[config.mk]
export PLATFORM = sky130hd
export DESIGN_NAME = axi_mem_burst_rd
export DESIGN_NICKNAME = d
export VERILOG_FILES = /design/src/rtl/axi_burst_pkg.sv /design/src/rtl/axi_mem_burst_rd.sv
export SDC_FILE = /design/constraint.sdc
export NUM_CORES = 1
export LEC_CHECK = 0
export CORE_AREA = 4 4 133 135
export DETAILED_ROUTE_END_ITERATION = 10
export DIE_AREA = 0 0 137 139
export GPL_TIMING_DRIVEN = 0
export PLACE_DENSITY = 0.72
export SLEW_MARGIN = 40
export SYNTH_ARGS = -nofsm -noshare
export SYNTH_HDL_FRONTEND = slang
export SYNTH_SLANG_ARGS = --single-unit
[constraint.sdc]
create_clock -name ACLK -period 6.6 [get_ports ACLK]
set_input_delay 1.32 -clock ACLK [delete_from_list [all_inputs] [get_ports ACLK]]
set_output_delay 1.32 -clock ACLK [all_outputs]
set_load 0.01 [all_outputs]
[src/rtl/axi_burst_pkg.sv]
// Shared types, AXI constants and the burst-chunking rule for the burst read master.
package axi_burst_pkg;

  typedef enum logic [1:0] {S_IDLE, S_ADDR, S_DATA, S_DONE} state_t;

  localparam logic [1:0] BURST_INCR  = 2'b01;
  localparam logic [1:0] RESP_OKAY   = 2'b00;
  localparam logic [1:0] RESP_EXOKAY = 2'b01;
  localparam logic [1:0] RESP_SLVERR = 2'b10;
  localparam logic [1:0] RESP_DECERR = 2'b11;

  // Beats in the next burst: limited by what is left, by MAX_BURST and by the 4 KB page end.
  function automatic int unsigned chunk_len(input int unsigned remaining,
                                            input int unsigned word_addr,
                                            input int unsigned max_burst,
                                            input int unsigned off);
    int unsigned wpk, to4k, c;
    wpk  = 32'd4096 >> off;
    to4k = wpk - (word_addr & (wpk - 32'd1));
    c    = remaining;
    if (max_burst < c) c = max_burst;
    if (to4k < c)      c = to4k;
    return c;
  endfunction

endpackage

[src/rtl/axi_mem_burst_rd.sv]
// AXI4 burst read master: splits one word-addressed request into INCR bursts
// (<= MAX_BURST beats, never crossing 4 KB) and streams beats to the client.
module axi_mem_burst_rd import axi_burst_pkg::*; #(
  parameter int AXI4_ADDR_WIDTH = 32,
  parameter int AXI4_DATA_WIDTH = 32,
  parameter int AXI4_ID_WIDTH   = 16,
  parameter int AXI4_USER_WIDTH = 10,
  parameter int AR_ID           = 0,
  parameter int MAX_BURST       = 16,
  parameter int LEN_WIDTH       = 12,
  localparam int OFF            = $clog2(AXI4_DATA_WIDTH / 8),
  localparam int WAW            = AXI4_ADDR_WIDTH - OFF
) (
  input  logic                       ACLK,
  input  logic                       ARESET,
  output logic [AXI4_ID_WIDTH-1:0]   ARID_o,
  output logic [AXI4_ADDR_WIDTH-1:0] ARADDR_o,
  output logic [7:0]                 ARLEN_o,
  output logic [2:0]                 ARSIZE_o,
  output logic [1:0]                 ARBURST_o,
  output logic                       ARLOCK_o,
  output logic [3:0]                 ARCACHE_o,
  output logic [2:0]                 ARPROT_o,
  output logic [3:0]                 ARREGION_o,
  output logic [AXI4_USER_WIDTH-1:0] ARUSER_o,
  output logic [3:0]                 ARQOS_o,
  output logic                       ARVALID_o,
  input  logic                       ARREADY_i,
  input  logic [AXI4_ID_WIDTH-1:0]   RID_i,
  input  logic [AXI4_DATA_WIDTH-1:0] RDATA_i,
  input  logic [1:0]                 RRESP_i,
  input  logic                       RLAST_i,
  input  logic [AXI4_USER_WIDTH-1:0] RUSER_i,
  input  logic                       RVALID_i,
  output logic                       RREADY_o,
  input  logic                       rd_req_i,
  input  logic [WAW-1:0]             rd_word_addr_i,
  input  logic [LEN_WIDTH-1:0]       rd_len_i,
  output logic                       rd_gnt_o,
  output logic [AXI4_DATA_WIDTH-1:0] rd_data_o,
  output logic                       rd_valid_o,
  input  logic                       rd_ready_i,
  output logic                       rd_last_o,
  output logic                       rd_done_o,
  output logic [1:0]                 rd_err_o
);

  state_t               state_q;
  logic [WAW-1:0]       addr_q;
  logic [LEN_WIDTH-1:0] rem_q;
  logic [8:0]           chunk_q;
  logic [8:0]           beat_cnt_q;
  logic                 arvalid_q;
  logic                 done_q;
  logic [1:0]           err_q;
  logic                 proto_q;
  logic                 resp_q;

  logic                 in_data, r_hs, last_beat, burst_end;
  logic                 proto_nxt, resp_nxt;
  logic [LEN_WIDTH-1:0] rem_dec, rem_nxt, len_eff;
  logic [WAW-1:0]       addr_nxt;

  // ID and user sideband of R are not used: only one AR is ever outstanding.
  logic unused_ok;
  assign unused_ok = ^{RID_i, RUSER_i, RRESP_i[0]};

  assign ARID_o     = AXI4_ID_WIDTH'(AR_ID);
  assign ARADDR_o   = {addr_q, {OFF{1'b0}}};
  assign ARLEN_o    = 8'(chunk_q - 9'd1);
  assign ARSIZE_o   = 3'(OFF);
  assign ARBURST_o  = BURST_INCR;
  assign ARLOCK_o   = 1'b0;
  assign ARCACHE_o  = '0;
  assign ARPROT_o   = '0;
  assign ARREGION_o = '0;
  assign ARUSER_o   = '0;
  assign ARQOS_o    = '0;
  assign ARVALID_o  = arvalid_q;

  assign in_data    = (state_q == S_DATA);
  assign RREADY_o   = in_data & rd_ready_i;
  assign rd_valid_o = in_data & RVALID_i;
  assign rd_data_o  = RDATA_i;
  assign rd_gnt_o   = (state_q == S_IDLE) & rd_req_i;
  assign rd_done_o  = done_q;
  assign rd_err_o   = err_q;

  assign r_hs      = in_data & RVALID_i & rd_ready_i;
  assign last_beat = (beat_cnt_q == 9'd1);
  assign burst_end = r_hs & (RLAST_i | last_beat);

  // An early RLAST drops the rest of the burst: the unfetched beats are written off
  // from the remaining count and skipped in the address, keeping both in step.
  assign rem_dec   = RLAST_i ? LEN_WIDTH'(beat_cnt_q) : LEN_WIDTH'(1);
  assign rem_nxt   = rem_q - rem_dec;
  assign addr_nxt  = addr_q + WAW'(rem_dec);
  assign proto_nxt = proto_q | (RLAST_i != last_beat);
  assign resp_nxt  = resp_q | RRESP_i[1];
  assign len_eff   = (rd_len_i == '0) ? LEN_WIDTH'(1) : rd_len_i;

  // Final beat of the request: either the last counted beat or an early RLAST in the last burst.
  assign rd_last_o = rd_valid_o &
                     ((rem_q == LEN_WIDTH'(1)) | (RLAST_i & (rem_q == LEN_WIDTH'(beat_cnt_q))));

  // Request/burst sequencer; chunk_q is computed on the transition into S_ADDR so AR is stable.
  always_ff @(posedge ACLK or posedge ARESET) begin
    if (ARESET) begin
      state_q    <= S_IDLE;
      addr_q     <= '0;
      rem_q      <= '0;
      chunk_q    <= '0;
      beat_cnt_q <= '0;
      arvalid_q  <= 1'b0;
      done_q     <= 1'b0;
      err_q      <= '0;
      proto_q    <= 1'b0;
      resp_q     <= 1'b0;
    end else begin
      case (state_q)
        S_IDLE: if (rd_req_i) begin
          addr_q    <= rd_word_addr_i;
          rem_q     <= len_eff;
          proto_q   <= 1'b0;
          resp_q    <= 1'b0;
          chunk_q   <= 9'(chunk_len(32'(len_eff), 32'(rd_word_addr_i), MAX_BURST, OFF));
          arvalid_q <= 1'b1;
          state_q   <= S_ADDR;
        end
        S_ADDR: if (ARREADY_i) begin
          arvalid_q  <= 1'b0;
          beat_cnt_q <= chunk_q;
          state_q    <= S_DATA;
        end
        S_DATA: if (r_hs) begin
          beat_cnt_q <= beat_cnt_q - 9'd1;
          addr_q     <= addr_nxt;
          rem_q      <= rem_nxt;
          proto_q    <= proto_nxt;
          resp_q     <= resp_nxt;
          if (burst_end) begin
            if (rem_nxt == '0) begin
              done_q  <= 1'b1;
              err_q   <= {proto_nxt, resp_nxt};
              state_q <= S_DONE;
            end else begin
              chunk_q   <= 9'(chunk_len(32'(rem_nxt), 32'(addr_nxt), MAX_BURST, OFF));
              arvalid_q <= 1'b1;
              state_q   <= S_ADDR;
            end
          end
        end
        S_DONE: begin
          done_q  <= 1'b0;
          err_q   <= '0;
          state_q <= S_IDLE;
        end
        default: state_q <= S_IDLE;
      endcase
    end
  end

endmodule

### Word-level counts from Yosys, hierarchy flattened

Index checks and enable logic that the tools add are counted.

| storage, ports and cells | value |
|---|---|
| output and inout bits | 127 |
| flip-flop bits (word level) | 68 |
| logic and storage cells | 108 |
| bits of input ports | 109 |

| operators by class | value |
|---|---|
| magnitude comparators | 4 |
| bitwise logic cells | 11 |
| reductions and logical operators | 13 |
| multiplexer cells | 51 |
| equality and inequality tests | 13 |
| add/subtract/negate cells | 6 |

Operators with widths:

| kind | number |
|---|---|
| 32-bit 2-to-1 mux | 6 |
| 9-bit 2-to-1 mux | 9 |
| 32-bit less-than comparator | 2 |
| 12-bit 2-to-1 mux | 5 |
| 30-bit 2-to-1 mux | 2 |
| 30-bit case mux with 2 select lines | 1 |
| 9-bit case mux with 2 select lines | 2 |
| 30-bit by 9-bit adder with 30-bit output | 1 |
| 12-bit logical NOT | 2 |
| 5-bit by 12-bit less-than comparator with 1-bit output, first input constant | 2 |
| 12-bit case mux with 2 select lines | 1 |
| 11-bit by 10-bit subtractor with 12-bit output, first input constant | 2 |
| 2-bit 2-to-1 mux | 8 |
| 12-bit by 1-bit == test with 1-bit output, second input constant | 1 |
| 12-bit by 9-bit == test with 1-bit output | 1 |
| 12-bit by 9-bit subtractor with 12-bit output | 1 |
| 1-bit 2-to-1 mux | 11 |
| 9-bit by 1-bit == test with 1-bit output, second input constant | 1 |
| 9-bit by 1-bit subtractor with 9-bit output, second input constant | 1 |
| 2-bit case mux with 4 select lines | 1 |
| 4-bit AND reduction | 2 |
| 8-bit by 1-bit subtractor with 8-bit output, second input constant | 1 |
| 1-bit AND | 7 |
| 2-bit by 1-bit != test with 1-bit output, second input constant | 3 |
| other kinds (14) | 25 |

### Depth between registers and ports, before layout

| logic depth | value |
|---|---|
| depth in word-level cells | 14 |
| gate-level depth with buffers | 20 |
| depth with buffers taken out | 20 |

### Least setup slack after synthesis

OpenSTA, ideal clock, no wires.

| timing | value |
|---|---|
| path kind | input -> register |
| start | in RLAST_i |
| end | reg chunk_q[4] |
| stages on the path | 19 |
| path buffers | 1 |
| setup slack | 0.701 ns |
| required time | 6.458 ns |
| arrival | 5.757 ns |
| path through | clkbuf_1 nand2_1 ha_1 fa_1 a21o_1 a211o_1 a2111oi_0 nor3_1 nand2b_1 nand3_1 xor2_1 ha_1 a21o_1 a21o_1 a211oi_1 nand4_1 o311ai_4 nor3b_2 o32ai_2 |

| between the ends | value |
|---|---|
| word-level cells in the longest chain between the ends | 14 |

RTL lines:

| what | RTL line | source |
|---|---|---|
| start: declaration | axi_mem_burst_rd.sv:32 | `input logic RLAST_i,` |
| 9-bit 2-to-1 mux | axi_mem_burst_rd.sv:95 | `assign rem_dec = RLAST_i ? LEN_WIDTH'(beat_cnt_q) : LEN_WIDTH'(1);` |
| 12-bit by 9-bit subtractor with 12-bit output | axi_mem_burst_rd.sv:96 | `assign rem_nxt = rem_q - rem_dec;` |
| 5-bit by 12-bit less-than comparator with 1-bit output | axi_burst_pkg.sv:21 | `if (max_burst < c) c = max_burst;` |
| 12-bit 2-to-1 mux | axi_burst_pkg.sv:21 |  |
| 32-bit 2-to-1 mux | axi_mem_burst_rd.sv:142 | `if (rem_nxt == '0) begin` |
| 32-bit 2-to-1 mux | axi_mem_burst_rd.sv:141 | `if (burst_end) begin` |
| 32-bit 2-to-1 mux | axi_mem_burst_rd.sv:135 | `S_DATA: if (r_hs) begin` |
| 32-bit 2-to-1 mux | axi_mem_burst_rd.sv:120 | `case (state_q)` |
| 32-bit less-than comparator | axi_burst_pkg.sv:22 | `if (to4k < c) c = to4k;` |
| 9-bit 2-to-1 mux | axi_burst_pkg.sv:22 |  |
| 9-bit 2-to-1 mux | axi_mem_burst_rd.sv:142 |  |
| 9-bit 2-to-1 mux | axi_mem_burst_rd.sv:141 |  |
| 9-bit 2-to-1 mux | axi_mem_burst_rd.sv:135 |  |
| 9-bit case mux with 2 select lines | axi_mem_burst_rd.sv:120 |  |
| end signal: assignment | axi_mem_burst_rd.sv:126 | `chunk_q <= 9'(chunk_len(32'(len_eff), 32'(rd_word_addr_i), MAX_BURST, OFF));` |
| end signal: assignment | axi_mem_burst_rd.sv:147 | `chunk_q <= 9'(chunk_len(32'(rem_nxt), 32'(addr_nxt), MAX_BURST, OFF));` |
| end: declaration | axi_mem_burst_rd.sv:51 | `logic [8:0] chunk_q;` |

Parallel ways exist; a longest one is shown, timed or not. The select of a mux whose other input is x is not followed.
A chain may end at the register's enable or synchronous reset.

### Final worst setup path

| timing | value |
|---|---|
| start | in RLAST_i |
| end | reg chunk_q[3] |

The elaborated chain is that of the path after synthesis.

==> out/metrics.cfg <==
[global_routing]
grt_overflow=0
met1_usage_pct=29.4
top_usage_layer=met2
use_met2_pct=36.5
antenna_found_initial=0
grt_first_pass_wirelength_mm=34.3
grt_max_degree=46
grt.total_usage_pct=22.8
grt_pass1_vias=6472
use_met3_pct=4.97

[timing]
tns_ps=0
grt_setup_unrepaired=no
setup_violations=0
holdWs_ps=487
maxSlewViolCount=0
period_share_pct=92.9
skew_ps=5.51
final-hold-violation-count=0
fmax_mhz=163
min_period_ps=6130
worst_slew_pin_slew_ps=832
slew_headroom_pct=44.5

[detailed_routing]
drcViolationCount=0
wire_per_inst_um=17.7
first_iter_violations=656
via_count=6847
wl_mm=22.1
ant_nets=0
first_pass_iters=5
vias_per_cell=5.50

[layout]
drive_gt1_share_pct=11.9
multiInputGateArea_sq_um=4180
stdcell_count=1246
fin_area_sq_um=8670
mostFrequentLayoutCell=clkdlybuf4s50_1
final_nets=1176
ff_latch_area_sq_um=1700
mostFrequentLayoutCells=clkdlybuf4s50_1 (126), buf_4 (85), nand2_1 (82)
diodes=0
post-route-util_pct=52.7
n_fill_cell=1571
area_growth_pct=33.2

[pwr]
p_leak_uw=0.00379
p_per_area_nw_per_um2=493
vdd_drop_max_mv=0.221

[place]
place.gp.congestion=0.980
placed_area_sq_um=8330
dpl.hpwl_mm=17.4
port_buffers=127
placed_cells=1229

[clock_tree]
cts_tree=done
htree_levels=3
cts_buffers=9
clk_pin_slew_ps=60
clk_latency_ps=350
clock-sinks=68
clock_path_buffers=2
clockRootBuffer=clkbuf_16

[worst_setup_path]
start_kind=primary input
crit_top_cell=a21o_1
cp.required_ps=6810
rr_endpoint=chunk_q[3]
reg2reg_slack_ps=1210
crit_fanout=11
reg2regPathDepth=20
reg2reg_from=beat_cnt_q[0]
cp_slowest_stage_delay_ps=500
path_cells=clkbuf_2, nand2_1, ha_1, fa_1, a21o_1, a211o_1, a2111oi_2, nor3_1, nand2b_1, nand3_1, xor2_1, ha_1, a21o_1, a21o_1, a211oi_1, nand4_1, o311ai_4, buf_4, mux2i_1, o221ai_1
cp_slowest_cell=a2111oi_2
path_class=primary input to register
crit_path_end_kind=register
crit_arrival_ps=6340

[synth]
yosysUniqueCellTypes=70
seq_area_frac_synth_pct=26.1
synth.avg_cell_area_sq_um=7.92
yosys.area.top_type=dfrtp_1
synth_area_leaders=dfrtp_1 (26%), buf_4 (9.6%), ha_1 (8.5%)
ys_async_sr_fraction_pct=100
synth_top_area_share_pct=26.1
syn_area_sq_um=6510
synth_edf_count=0
ys_seq_elements=68
yosysWarnings=0
synth_cells=822
ys.flop_type=dfrtp_1

[die]
die_area_sq_um=19000
row_count=47
core_sq_um=16500
ios=236
initial_utilization_pct=39.6
dieWidth_um=137
die_h_um=139

[hold_path]
min-delay-path-class=register to register
hold_depth=1
whs_endpoint=ARVALID_o
hold_start=ARVALID_o

[flow_run]
maxCapViolations=0

[run_status]
outcome=complete, no violations

[logic make-up after synthesis]
family | share of synthesized area [%]
AND/OR/NAND/NOR | 21.3
AO/OA/AOI/OAI | 23.1
buffers and inverters | 13.4
flip-flops | 26.1
adder cells (fa/ha/maj) | 9.07
XOR/XNOR | 5.38
multiplexers | 1.54
other | 0.115
[registers in the layout, indices dropped and copies added (netlist names)]
| register | count |
|---|---|
| chunk_q | 9 |
| addr_q | 30 |
| rd_done_o | 1 |
| rd_err_o | 2 |
| proto_q | 1 |
| state_q | 2 |
| beat_cnt_q | 9 |
| ARVALID_o | 1 |
| resp_q | 1 |
| rem_q | 12 |
[worst max-delay path, delay by kind of cell]
kind / cells / cell delay (ps)
adders and majority gates: 3 / 990
muxes: 1 / 280
AOI/OAI and AO/OA: 8 / 2190
xor gates and xnor gates: 1 / 160
buffers and inverters: 2 / 450
and+or+nand+nor: 5 / 940
[where the power goes]
group / internal (uW) / switching [uW] / total, uW
sequential: 612 / 243 / 855
clock: 345 / 208 / 553
combinational: 1190 / 1680 / 2870
[repair_timing]
item                                    CTS  global route
buffers inserted                          2             0
hold buffers                              0             0
pin swaps                                 1             0
endpoints found under the setup margin    9             6
gates resized for setup                   3             2
cloned                                    0             0
[final cells by class]
cell class                      instances  area share, %
Clock buffer                           10           2.75
Timing Repair Buffer                  130           15.1
Tap cell                              220           3.17
Multi-Input combinational cell        666           48.2
Clock inverter                          6           1.10
Buffer                                113           8.57
Inverter                               33           1.49
Sequential cell                        68           19.6
[routing by layer]
metal | vias to the layer above | share of wire (%)
li1 | 3252 | -
met1 | 3178 | 41
met2 | 361 | 47
met3 | 56 | 8.8
met4 | 0 | 3.4
met5 | - | 0
[synthesized netlist by cell type, types with 7 or more instances]
cell type  instances
a2111oi_0          7
a211oi_1          10
a21o_1            11
a21oi_1           52
a311oi_1          10
a31oi_1           16
and2_1            11
and3_1             8
buf_4             83
clkbuf_1          24
dfrtp_1           68
ha_1              44
inv_1             33
mux2i_1           10
nand2_1           82
nand2b_1           9
nand3_1           19
nand4_1            9
nor2_1            75
nor3_1            22
nor4_1            18
o21a_1            10
o21ai_0           44
o22ai_1            8
or3_1              8
xnor2_1           16
xor2_1            24
[worst max-delay path by stage]
| stage | start | to | depth (start not counted) |
|---|---|---|---|
| 2_1_floorplan | RLAST_i | chunk_q[4] | 19 |
| 3_3_place_gp | RLAST_i | chunk_q[4] | 20 |
| 5_1_grt | RLAST_i | chunk_q[3] | 20 |
| 3_5_place_dp | RLAST_i | chunk_q[4] | 20 |
| 6_report | RLAST_i | chunk_q[3] | 20 |
| 4_1_cts | RLAST_i | chunk_q[3] | 20 |
[through the flow]
stage / worst slack (ps) / total power [uW]
after floorplan: 701 / 2650
after global placement: -673 / 3570
after detailed placement: -923 / 3620
after CTS: 250 / 4220
after global routing: 127 / 4590
final: 466 / 4280
No activity file was read; power rests on OpenSTA's default activity.
